**src/rtl/ta_adc_pack.sv**
```systemverilog
// ta_adc_pack: packs multi-channel ADC samples into wide sync-framed words buffered in an overflow-counting FIFO
module ta_adc_pack #(
  parameter int SMP_W = 14,
  parameter int NUM_CH = 2,
  parameter int PACK_N = 4,
  parameter int FIFO_DEPTH = 4,
  localparam int W = NUM_CH*SMP_W*PACK_N,
  localparam int LW = $clog2(FIFO_DEPTH)+1
) (
  input  logic                    clk250,
  input  logic                    rst,
  input  logic                    pack_en,
  input  logic                    adc_valid,
  input  logic                    adc_sync,
  input  logic [NUM_CH*SMP_W-1:0] adc_data,
  input  logic                    msb_first,
  input  logic                    pack_ready,
  output logic [W-1:0]            pack_data,
  output logic                    pack_valid,
  output logic [LW-1:0]           fifo_level,
  output logic                    ovf_flag,
  output logic [15:0]             ovf_cnt
);
  localparam int KW = PACK_N > 1 ? $clog2(PACK_N) : 1;
  localparam int AW = $clog2(FIFO_DEPTH);
  localparam logic [1:0] IDLE = 2'd0, ARM = 2'd1, FILL = 2'd2;
  logic [1:0] state_q, state_d;
  logic [KW-1:0] k_q, k_d, slot, pos;
  logic msb_q, msb_d, cap, last, push_q, push_d;
  logic [W-1:0] word_q, word_d, ins;
  logic [W-1:0] mem [FIFO_DEPTH];
  logic [AW-1:0] wr_q, rd_q;
  logic [LW-1:0] cnt_q, cnt_d;
  logic ovf_q, ovf_d, pop, full, wr_en, ovf_ev, arm;
  logic [15:0] ovf_cnt_q, ovf_cnt_d;
  // Sync restarts the word at slot 0; msb order follows msb_first live during ARM, then holds
  always_comb begin
    arm = state_q == IDLE && pack_en;
    msb_d = state_q == ARM ? msb_first : msb_q;
    cap = pack_en && adc_valid && ((state_q == ARM && adc_sync) || state_q == FILL);
    slot = adc_sync ? '0 : k_q;
    last = slot == KW'(PACK_N-1);
    pos = msb_d ? KW'(PACK_N-1) - slot : slot;
    ins = slot == '0 ? '0 : word_q;
    for (int s = 0; s < PACK_N; s++)
      for (int c = 0; c < NUM_CH; c++)
        if (KW'(s) == pos)
          ins[(s*NUM_CH+c)*SMP_W +: SMP_W] = msb_d ? adc_data[(NUM_CH-1-c)*SMP_W +: SMP_W] : adc_data[c*SMP_W +: SMP_W];
    state_d = !pack_en ? IDLE : state_q == IDLE ? ARM :
              (state_q == FILL || (state_q == ARM && adc_valid && adc_sync)) ? FILL :
              state_q == ARM ? ARM : IDLE;
    k_d = !pack_en ? '0 : cap ? (last ? '0 : slot + 1'b1) : k_q;
    word_d = cap ? ins : word_q;
    push_d = cap && last;
  end
  // Framing state, slot counter, partial word and one-cycle push stage
  always_ff @(posedge clk250 or posedge rst)
    if (rst) begin
      state_q <= IDLE;
      k_q <= '0;
      msb_q <= 1'b0;
      word_q <= '0;
      push_q <= 1'b0;
    end else begin
      state_q <= state_d;
      k_q <= k_d;
      msb_q <= msb_d;
      word_q <= word_d;
      push_q <= push_d;
    end
  // A push into a full FIFO only lands when the head leaves on the same edge
  always_comb begin
    pack_valid = cnt_q != '0;
    pack_data = pack_valid ? mem[rd_q] : '0;
    pop = pack_valid && pack_ready;
    full = cnt_q == LW'(FIFO_DEPTH);
    wr_en = push_q && (!full || pop);
    ovf_ev = push_q && full && !pop;
    cnt_d = (wr_en && !pop) ? cnt_q + 1'b1 : (pop && !wr_en) ? cnt_q - 1'b1 : cnt_q;
    ovf_d = arm ? 1'b0 : ovf_q || ovf_ev;
    ovf_cnt_d = arm ? '0 : (ovf_ev && ovf_cnt_q != 16'hFFFF) ? ovf_cnt_q + 1'b1 : ovf_cnt_q;
  end
  // FIFO storage; contents need no reset because the output is gated by the level
  always_ff @(posedge clk250)
    if (wr_en) mem[wr_q] <= word_q;
  // FIFO pointers, level and overflow bookkeeping
  always_ff @(posedge clk250 or posedge rst)
    if (rst) begin
      wr_q <= '0;
      rd_q <= '0;
      cnt_q <= '0;
      ovf_q <= 1'b0;
      ovf_cnt_q <= '0;
    end else begin
      wr_q <= wr_en ? wr_q + 1'b1 : wr_q;
      rd_q <= pop ? rd_q + 1'b1 : rd_q;
      cnt_q <= cnt_d;
      ovf_q <= ovf_d;
      ovf_cnt_q <= ovf_cnt_d;
    end
  assign fifo_level = cnt_q;
  assign ovf_flag = ovf_q;
  assign ovf_cnt = ovf_cnt_q;
endmodule

```
**config.mk**
```make
export PLATFORM = sky130hd
export DESIGN_NAME = ta_adc_pack
export DESIGN_NICKNAME = d
export VERILOG_FILES = /design/src/rtl/ta_adc_pack.sv
export SDC_FILE = /design/constraint.sdc
export NUM_CORES = 1
export LEC_CHECK = 0
export ABC_CLOCK_PERIOD_IN_PS = 6300
export BUFFER_PORTS_ARGS = -buffer_cell sky130_fd_sc_hd__clkbuf_2
export CAP_MARGIN = 20
export CORE_MARGIN = 10
export CORE_UTILIZATION = 40
export CTS_CLUSTER_SIZE = 25
export DETAILED_ROUTE_END_ITERATION = 8
export PLACE_DENSITY = 0.6
export SLEW_MARGIN = 40
export SYNTH_ARGS = -nofsm -noshare
export SYNTH_HDL_FRONTEND = slang
export SYNTH_SLANG_ARGS = --single-unit
```
**constraint.sdc**
```tcl
create_clock -name clk250 -period 6.3 [get_ports clk250]
set_clock_uncertainty 0.05 [all_clocks]
set_input_delay 0.945 -clock clk250 [delete_from_list [all_inputs] [get_ports clk250]]
set_output_delay 0.945 -clock clk250 [all_outputs]
set_load 0.03 [all_outputs]
```
==> impl_metrics.py, run 1 <==
metrics = {
    "layout": {
        "area_delta_synth_final_pct": 17.4,
        "final_core_util": 0.474,
        "antenna-diode-count": 0,
        "final_nets": 1417,
        "final_layout_size_suffix_gt1_frac": 0.311,
    },
    "drt": {
        "drt-vias-per-instance": 5.28,
        "wl_met2_um": 26300,
        "wl_met3_um": 3390,
        "starting_drc_count_in_detailed_routing": 898,
        "drt_pass1_iterations": 5,
        "wl_per_cell_um": 25.1,
        "route.detailed.drc": 0,
        "highest_layer": "met4",
        "route.vias.total": 11500,
        "route.final.wire_length_um": 54600,
        "drt.antenna.violating_nets": 0,
        "m1WireLength_um": 24000,
    },
    "critical_path": {
        "path_max_fanout": 55,
        "cp-end-kind": "primary output",
        "r2r.worst_path.cells": 6,
        "setup.worst_path.class": "reg2out",
        "crit_path_cell_trace": "buf_12 -> mux4_2 -> and2_1 -> clkbuf_2",
        "worst_path_max_delay_cell": "sky130_fd_sc_hd__dfrtp_4",
        "arrival_ps": 2930,
        "cp_data_required_time_ps": 5300,
        "crit_path_start_kind": "flop",
        "slowest_stage_delay_cp_ps": 770,
    },
    "floorplanning": {
        "start_util": 0.404,
        "standard_cell_rows": 87,
        "dieArea_um2": 67000,
        "chipHeight_um": 259,
        "floorplan.io_pins": 168,
        "core_um2": 56500,
        "floorplan.die.width_um": 259,
    },
    "timing": {
        "final_hold_viol_count": 0,
        "timing.final.setup_violations": 0,
        "fin_setup_tns_ps": 0,
        "timing.final.crit_period_ps": 3920,
        "timing_max_transition_violations_final": 0,
        "achievable-frequency_mhz": 255,
        "fin_hold_ws_ps": 290,
        "worst_slew_pin_slew_ps": 846,
        "slew-limit-headroom": 0.420,
        "rsz0062_at_grt": "false",
        "post-route-period-util": 0.623,
    },
    "clock_tree": {
        "tritoncts.num_buffers": 58,
        "cts.repair_timing.setup_buffer_count": 0,
        "clockRootBuffer": "sky130_fd_sc_hd__clkbuf_16",
        "post_cts_resized": 0,
        "cts.hold.buffers_added": 0,
        "numClockSinks": 590,
        "cts_htree_levels": 2,
        "cts-root-to-sink-buffers": 3,
        "cts_tree": "done",
        "clk_latency_ps": 620,
        "cts.reportedPaths.clkPinSlew_ps": 60,
    },
    "placement": {
        "place.gp.congestion": 0.745,
        "port-buffer-count": 167,
        "half_perimeter_wire_length_of_the_detailed_placement_result_um": 34100,
    },
    "outcome": {
        "result_of_the_run": "completed",
    },
    "grt": {
        "grt_pass1_wl_um": 81700,
        "initial_antenna_violation_count": 1,
        "groute.usage.overall": 0.163,
        "grt_pass1_vias": 12200,
        "grt_start_max_net_pins": 60,
        "grt_overflow_total": 0,
    },
    "power_and_ir_drop": {
        "totalPowerFinal_mw": 11.5,
        "powerDensity_nw_per_um2": 429,
        "irDropWorstVdd_mv": 0.243,
        "leakage_nw": 9.32,
    },
    "synth": {
        "yosysWarningCount": 0,
        "netlist_instances": 1163,
        "synthesis.area_um2": 22800,
        "number_of_enable_type_register_cells_in_the_synthesized_netlist": 448,
        "postSynthNetCount": 1207,
        "synth_async_sr_flop_share": 0.241,
        "synth-seq-cells": 590,
        "synth_sequential_area_ratio": 0.745,
        "synth_area_per_cell_um2": 19.6,
        "yosys_most_used_dff": "sky130_fd_sc_hd__edfxtp_1",
        "synth_cell_types": 48,
    },
    "run": {
        "max_cap_viol_count": 0,
    },
    "min_path": {
        "hp-class": "in2async",
    },
}
critical path: cells and delay by family (launching register included):
family                 cells  cell delay (ps)
flip-flops                 1              770
multiplexers               1              660
buffers and inverters      2              650
AND/OR/NAND/NOR            1              200
report_power, final:
| part | internal, mW | total [mW] | switching (mW) |
|---|---|---|---|
| registers | 4.40 | 4.61 | 0.210 |
| logic | 1.32 | 3.52 | 2.21 |
| clock network | 1.92 | 3.35 | 1.43 |
layout make-up:
class,instances,area (µm²)
inverters,10,42.5
fillers,4773,29700
clock buffers,82,1590
well taps,756,946
flip-flops and latches,590,17000
multi-input cells,500,5550
repair buffers,213,1410
clock inverters,24,243
per-stage QoR:
stage / cells / setup WS, ps / cell area (µm²)
floorplan: 1163 / 1500 / 22800
global placement: 2054 / 2590 / 24600
detailed placement: 2069 / 2710 / 25000
CTS: 2175 / 2290 / 26800
global route: 2175 / 2220 / 26800
finish: 2175 / 2380 / 26800
flip-flops by register name (all words and copies together) (netlist names):
register / cells
k_q: 2
ovf_flag: 1
push_q: 1
state_q: 2
wr_q: 2
mem: 448
rd_q: 2
msb_q: 1
fifo_level: 3
ovf_cnt: 16
word_q: 112
synthesized netlist by cell type (2+ instances only):
master	instances	area share
sky130_fd_sc_hd__clkbuf_1	29	0.0048
sky130_fd_sc_hd__and3_1	2	0.00055
sky130_fd_sc_hd__nand2_2	2	0.00055
sky130_fd_sc_hd__nand2_1	16	0.0026
sky130_fd_sc_hd__o21ai_4	2	0.0014
sky130_fd_sc_hd__o2bb2ai_1	112	0.043
sky130_fd_sc_hd__edfxtp_1	448	0.59
sky130_fd_sc_hd__nand2b_1	3	0.00082
sky130_fd_sc_hd__and4_1	2	0.00077
sky130_fd_sc_hd__ha_1	8	0.0044
sky130_fd_sc_hd__nand3_1	8	0.0018
sky130_fd_sc_hd__buf_6	4	0.0020
sky130_fd_sc_hd__xnor2_1	16	0.0061
sky130_fd_sc_hd__inv_1	9	0.0015
sky130_fd_sc_hd__mux4_2	112	0.11
sky130_fd_sc_hd__dfrtp_1	142	0.16
sky130_fd_sc_hd__and2_1	117	0.032
sky130_fd_sc_hd__buf_2	23	0.0050
sky130_fd_sc_hd__a211oi_1	6	0.0020
sky130_fd_sc_hd__a21oi_1	4	0.00088
sky130_fd_sc_hd__buf_4	6	0.0020
sky130_fd_sc_hd__mux2i_1	34	0.015
sky130_fd_sc_hd__nor3_1	3	0.00066
sky130_fd_sc_hd__xor2_1	2	0.00077
sky130_fd_sc_hd__nor2_1	23	0.0038
sky130_fd_sc_hd__nor2b_1	2	0.00055
sky130_fd_sc_hd__mux2i_2	2	0.0012
sky130_fd_sc_hd__o211ai_2	2	0.0011
sky130_fd_sc_hd__nor4_1	5	0.0014
routing by layer:
| layer | vias to the layer above | track usage |
|---|---|---|
| met1 | 6063 | 0.223 |
| met4 | 0 | 0.0394 |
| met3 | 60 | 0.0381 |
| li1 | 5047 | - |
| met2 | 313 | 0.261 |
| met5 | - | 0 |
cell families after synthesis:
| kind of cell | share of synthesized area |
|---|---|
| multiplexers | 0.127 |
| AO/OA/AOI/OAI | 0.0497 |
| buffers and inverters | 0.0156 |
| flip-flops | 0.745 |
| adder cells (fa/ha/maj) | 0.00526 |
| AND/OR/NAND/NOR | 0.0504 |
| XOR/XNOR | 0.00691 |
path summary, 6_finish.rpt:
check,from,endpoint,slack [ps]
hold / removal,rst,word_q[79],290
setup / recovery,rd_q[0],pack_data[73],2380
hold reg to reg,word_q[104],mem[1][104],460
min in group clk250,word_q[104],mem[1][104],460
max in group asynchronous,rst,rd_q[1],4980
setup reg to reg,state_q[0],word_q[84],3040
cell usage in the layout (no fill, tap or decap), drive strengths merged, types with 5 or more instances in the layout:
cell type,netlist,layout
a211oi,6,6
ha,8,8
and2,117,117
nor4,5,5
o2bb2ai,112,112
nor2,24,24
dfrtp,142,142
nand3,8,8
edfxtp,448,448
mux4,112,112
nand2,18,18
xnor2,16,16
buf,34,46
clkbuf,29,249
clkinv,0,16
mux2i,36,36
inv,10,11
(Power assumes the default switching activity.)
==> inputs of run 2 (changes only) <==
Settings changed: ABC_CLOCK_PERIOD_IN_PS 6300 to 4000.
Clock period 6.3 ns to 4 ns, I/O delays scaled along.
==> impl_metrics.py, run 2 (synthesized netlist as in run 1, its figures left out) <==
metrics = {
    "power_and_ir_drop": {
        "leakage_nw": 9.45,
        "seq_power_share": 0.397,
        "totalPowerFinal_mw": 18.5,
        "net-switching-power_mw": 6.11,
        "intPower_mw": 12.4,
        "irDropWorstVdd_mv": 0.443,
        "powerDensity_nw_per_um2": 686,
        "power.combinational.fraction": 0.297,
        "p_clk_frac": 0.306,
        "switching_share": 0.330,
    },
    "timing": {
        "worst_slew_pin_slew_ps": 772,
        "timing.final.crit_period_ps": 3410,
        "fin_setup_tns_ps": 0,
        "timing.final.setup_violations": 0,
        "rsz0062_at_grt": "false",
        "post-route-period-util": 0.852,
        "final_hold_viol_count": 0,
        "timing_max_transition_violations_final": 0,
        "achievable-frequency_mhz": 293,
        "slew-limit-headroom": 0.471,
    },
    "layout": {
        "antenna-diode-count": 0,
        "finalNonFillerCells": 2191,
        "layout_common_cells": "sky130_fd_sc_hd__edfxtp_1, sky130_fd_sc_hd__clkbuf_2, sky130_fd_sc_hd__dfrtp_1, sky130_fd_sc_hd__and2_1",
        "final_layout_size_suffix_gt1_frac": 0.314,
        "final_common_cell": "sky130_fd_sc_hd__edfxtp_1",
        "num-fill-cells": 4720,
        "final_nets": 1429,
        "area_delta_synth_final_pct": 18.1,
        "top_register": "mem",
        "largest_reg_flops": 448,
    },
    "drt": {
        "drt_pass1_iterations": 5,
        "route.detailed.drc": 0,
        "route.vias.total": 11700,
        "wl_met3_um": 4360,
        "wl_per_cell_um": 25.2,
        "starting_drc_count_in_detailed_routing": 930,
        "wl_met2_um": 26200,
        "drt.antenna.violating_nets": 0,
        "route.final.wire_length_um": 55300,
        "highest_layer": "met4",
        "drt-vias-per-instance": 5.34,
        "m1WireLength_um": 23800,
    },
    "clock_tree": {
        "cts_htree_levels": 2,
        "cts.reportedPaths.clkPinSlew_ps": 60,
        "cts_tree": "done",
        "tritoncts.num_buffers": 59,
        "post_cts_resized": 0,
        "clk_latency_ps": 620,
        "clockRootBuffer": "sky130_fd_sc_hd__clkbuf_16",
        "numClockSinks": 590,
        "cts-root-to-sink-buffers": 3,
    },
    "grt": {
        "groute.usage.overall": 0.165,
        "initial_antenna_violation_count": 2,
        "grt_start_max_net_pins": 88,
        "grt_pass1_vias": 12200,
        "grt_pass1_wl_um": 82500,
        "grt_overflow_total": 0,
    },
    "critical_path": {
        "cp.depth": 4,
        "slowest_stage_delay_cp_ps": 710,
        "timing.critical_path.from": "rd_q[0]",
        "r2r.worst_path.cells": 9,
        "crit_path_start_kind": "flop",
        "cp_data_required_time_ps": 3350,
        "worstReg2RegEnd": "fifo_level[2]",
        "worst_path_max_delay_cell": "sky130_fd_sc_hd__dfrtp_4",
        "cp-end-kind": "primary output",
        "crit_buf_inv": 2,
        "critical-path-top-delay-family": "flip-flops",
        "path_max_fanout": 43,
        "crit_end": "pack_data[4]",
        "r2r_setup_slack_ps": 1360,
        "arrival_ps": 2760,
        "crit_path_cell_trace": "buf_12 -> mux4_2 -> and2_1 -> clkbuf_2",
        "worst_r2r_startpoint": "fifo_level[0]",
        "setup.worst_path.class": "reg2out",
    },
    "placement": {
        "place.gp.congestion": 0.738,
        "port-buffer-count": 167,
        "post-place-cells": 2078,
        "half_perimeter_wire_length_of_the_detailed_placement_result_um": 34900,
    },
    "floorplanning": {
        "chipHeight_um": 259,
        "start_util": 0.404,
        "standard_cell_rows": 87,
        "dieArea_um2": 67000,
        "floorplan.io_pins": 168,
        "core_um2": 56500,
        "floorplan.die.width_um": 259,
    },
    "outcome": {
        "result_of_the_run": "completed",
    },
    "run": {
        "max_cap_viol_count": 0,
    },
    "min_path": {
        "worstHoldPathCells": 2,
        "hp-class": "in2reg",
    },
}
run 2: changes by cell type in the layout (fill, tap and decap cells not counted), moves of 3 or more:
cell                        before  now
sky130_fd_sc_hd__buf_16          3    0
sky130_fd_sc_hd__buf_4          26   41
sky130_fd_sc_hd__buf_6           3    0
sky130_fd_sc_hd__bufinv_16       4    7
sky130_fd_sc_hd__clkbuf_16      58   61
sky130_fd_sc_hd__clkinv_1        9    5
sky130_fd_sc_hd__mux2i_1        22   30
sky130_fd_sc_hd__mux2i_2        13    5
run 2: area by class of cell:
class | count | area (µm²) | share of cell area
clock buffers | 89 | 1700 | 0.0631
flip-flops and latches | 590 | 17000 | 0.631
inverters | 10 | 41.3 | 0.00153
repair buffers | 224 | 1440 | 0.0535
well taps | 756 | 946 | 0.0351
multi-input cells | 500 | 5520 | 0.205
clock inverters | 22 | 302 | 0.0112
run 2: power by group through the flow:
stage	sequential (mW)	combinational [mW]	clock, mW
2_1_floorplan	7.23	3.95	0
3_3_place_gp	7.46	5.62	0
3_5_place_dp	7.48	5.65	0
4_1_cts	7.35	5.66	5.77
5_1_grt	7.39	5.88	6.03
6_report	7.35	5.49	5.67
run 2: worst min-delay path by stage:
stage	start	end
floorplan	word_q[0]	mem[0][0]
global placement	ovf_flag	ovf_flag
global route	pack_en	state_q[1]
CTS	rst	k_q[1]
detailed placement	ovf_flag	ovf_flag
finish	pack_en	state_q[1]
run 2: stage by stage:
stage / hold WS, ps / area (µm²) / setup WS (ps) / util
2_1_floorplan: 427 / 22800 / 1000 / -
3_3_place_gp: 437 / 24900 / 1190 / 0.441
3_5_place_dp: 442 / 24900 / 1190 / 0.441
4_1_cts: 59.9 / 26900 / 525 / 0.477
5_1_grt: 188 / 27000 / 431 / 0.477
6_report: 188 / 27000 / 591 / 0.477
run 2: what timing repair did:
item                                   CTS  global route
endpoints found under the hold margin    0             6
setup endpoints to repair                0             0
hold buffers                             0             1
buffers inserted                         0             0
run 2: routing by layer:
layer / up-vias / GRT usage
met3: 65 / 0.0490
met4: 0 / 0.0413
met1: 6196 / 0.222
met2: 351 / 0.260
met5: - / 0
li1: 5090 / -
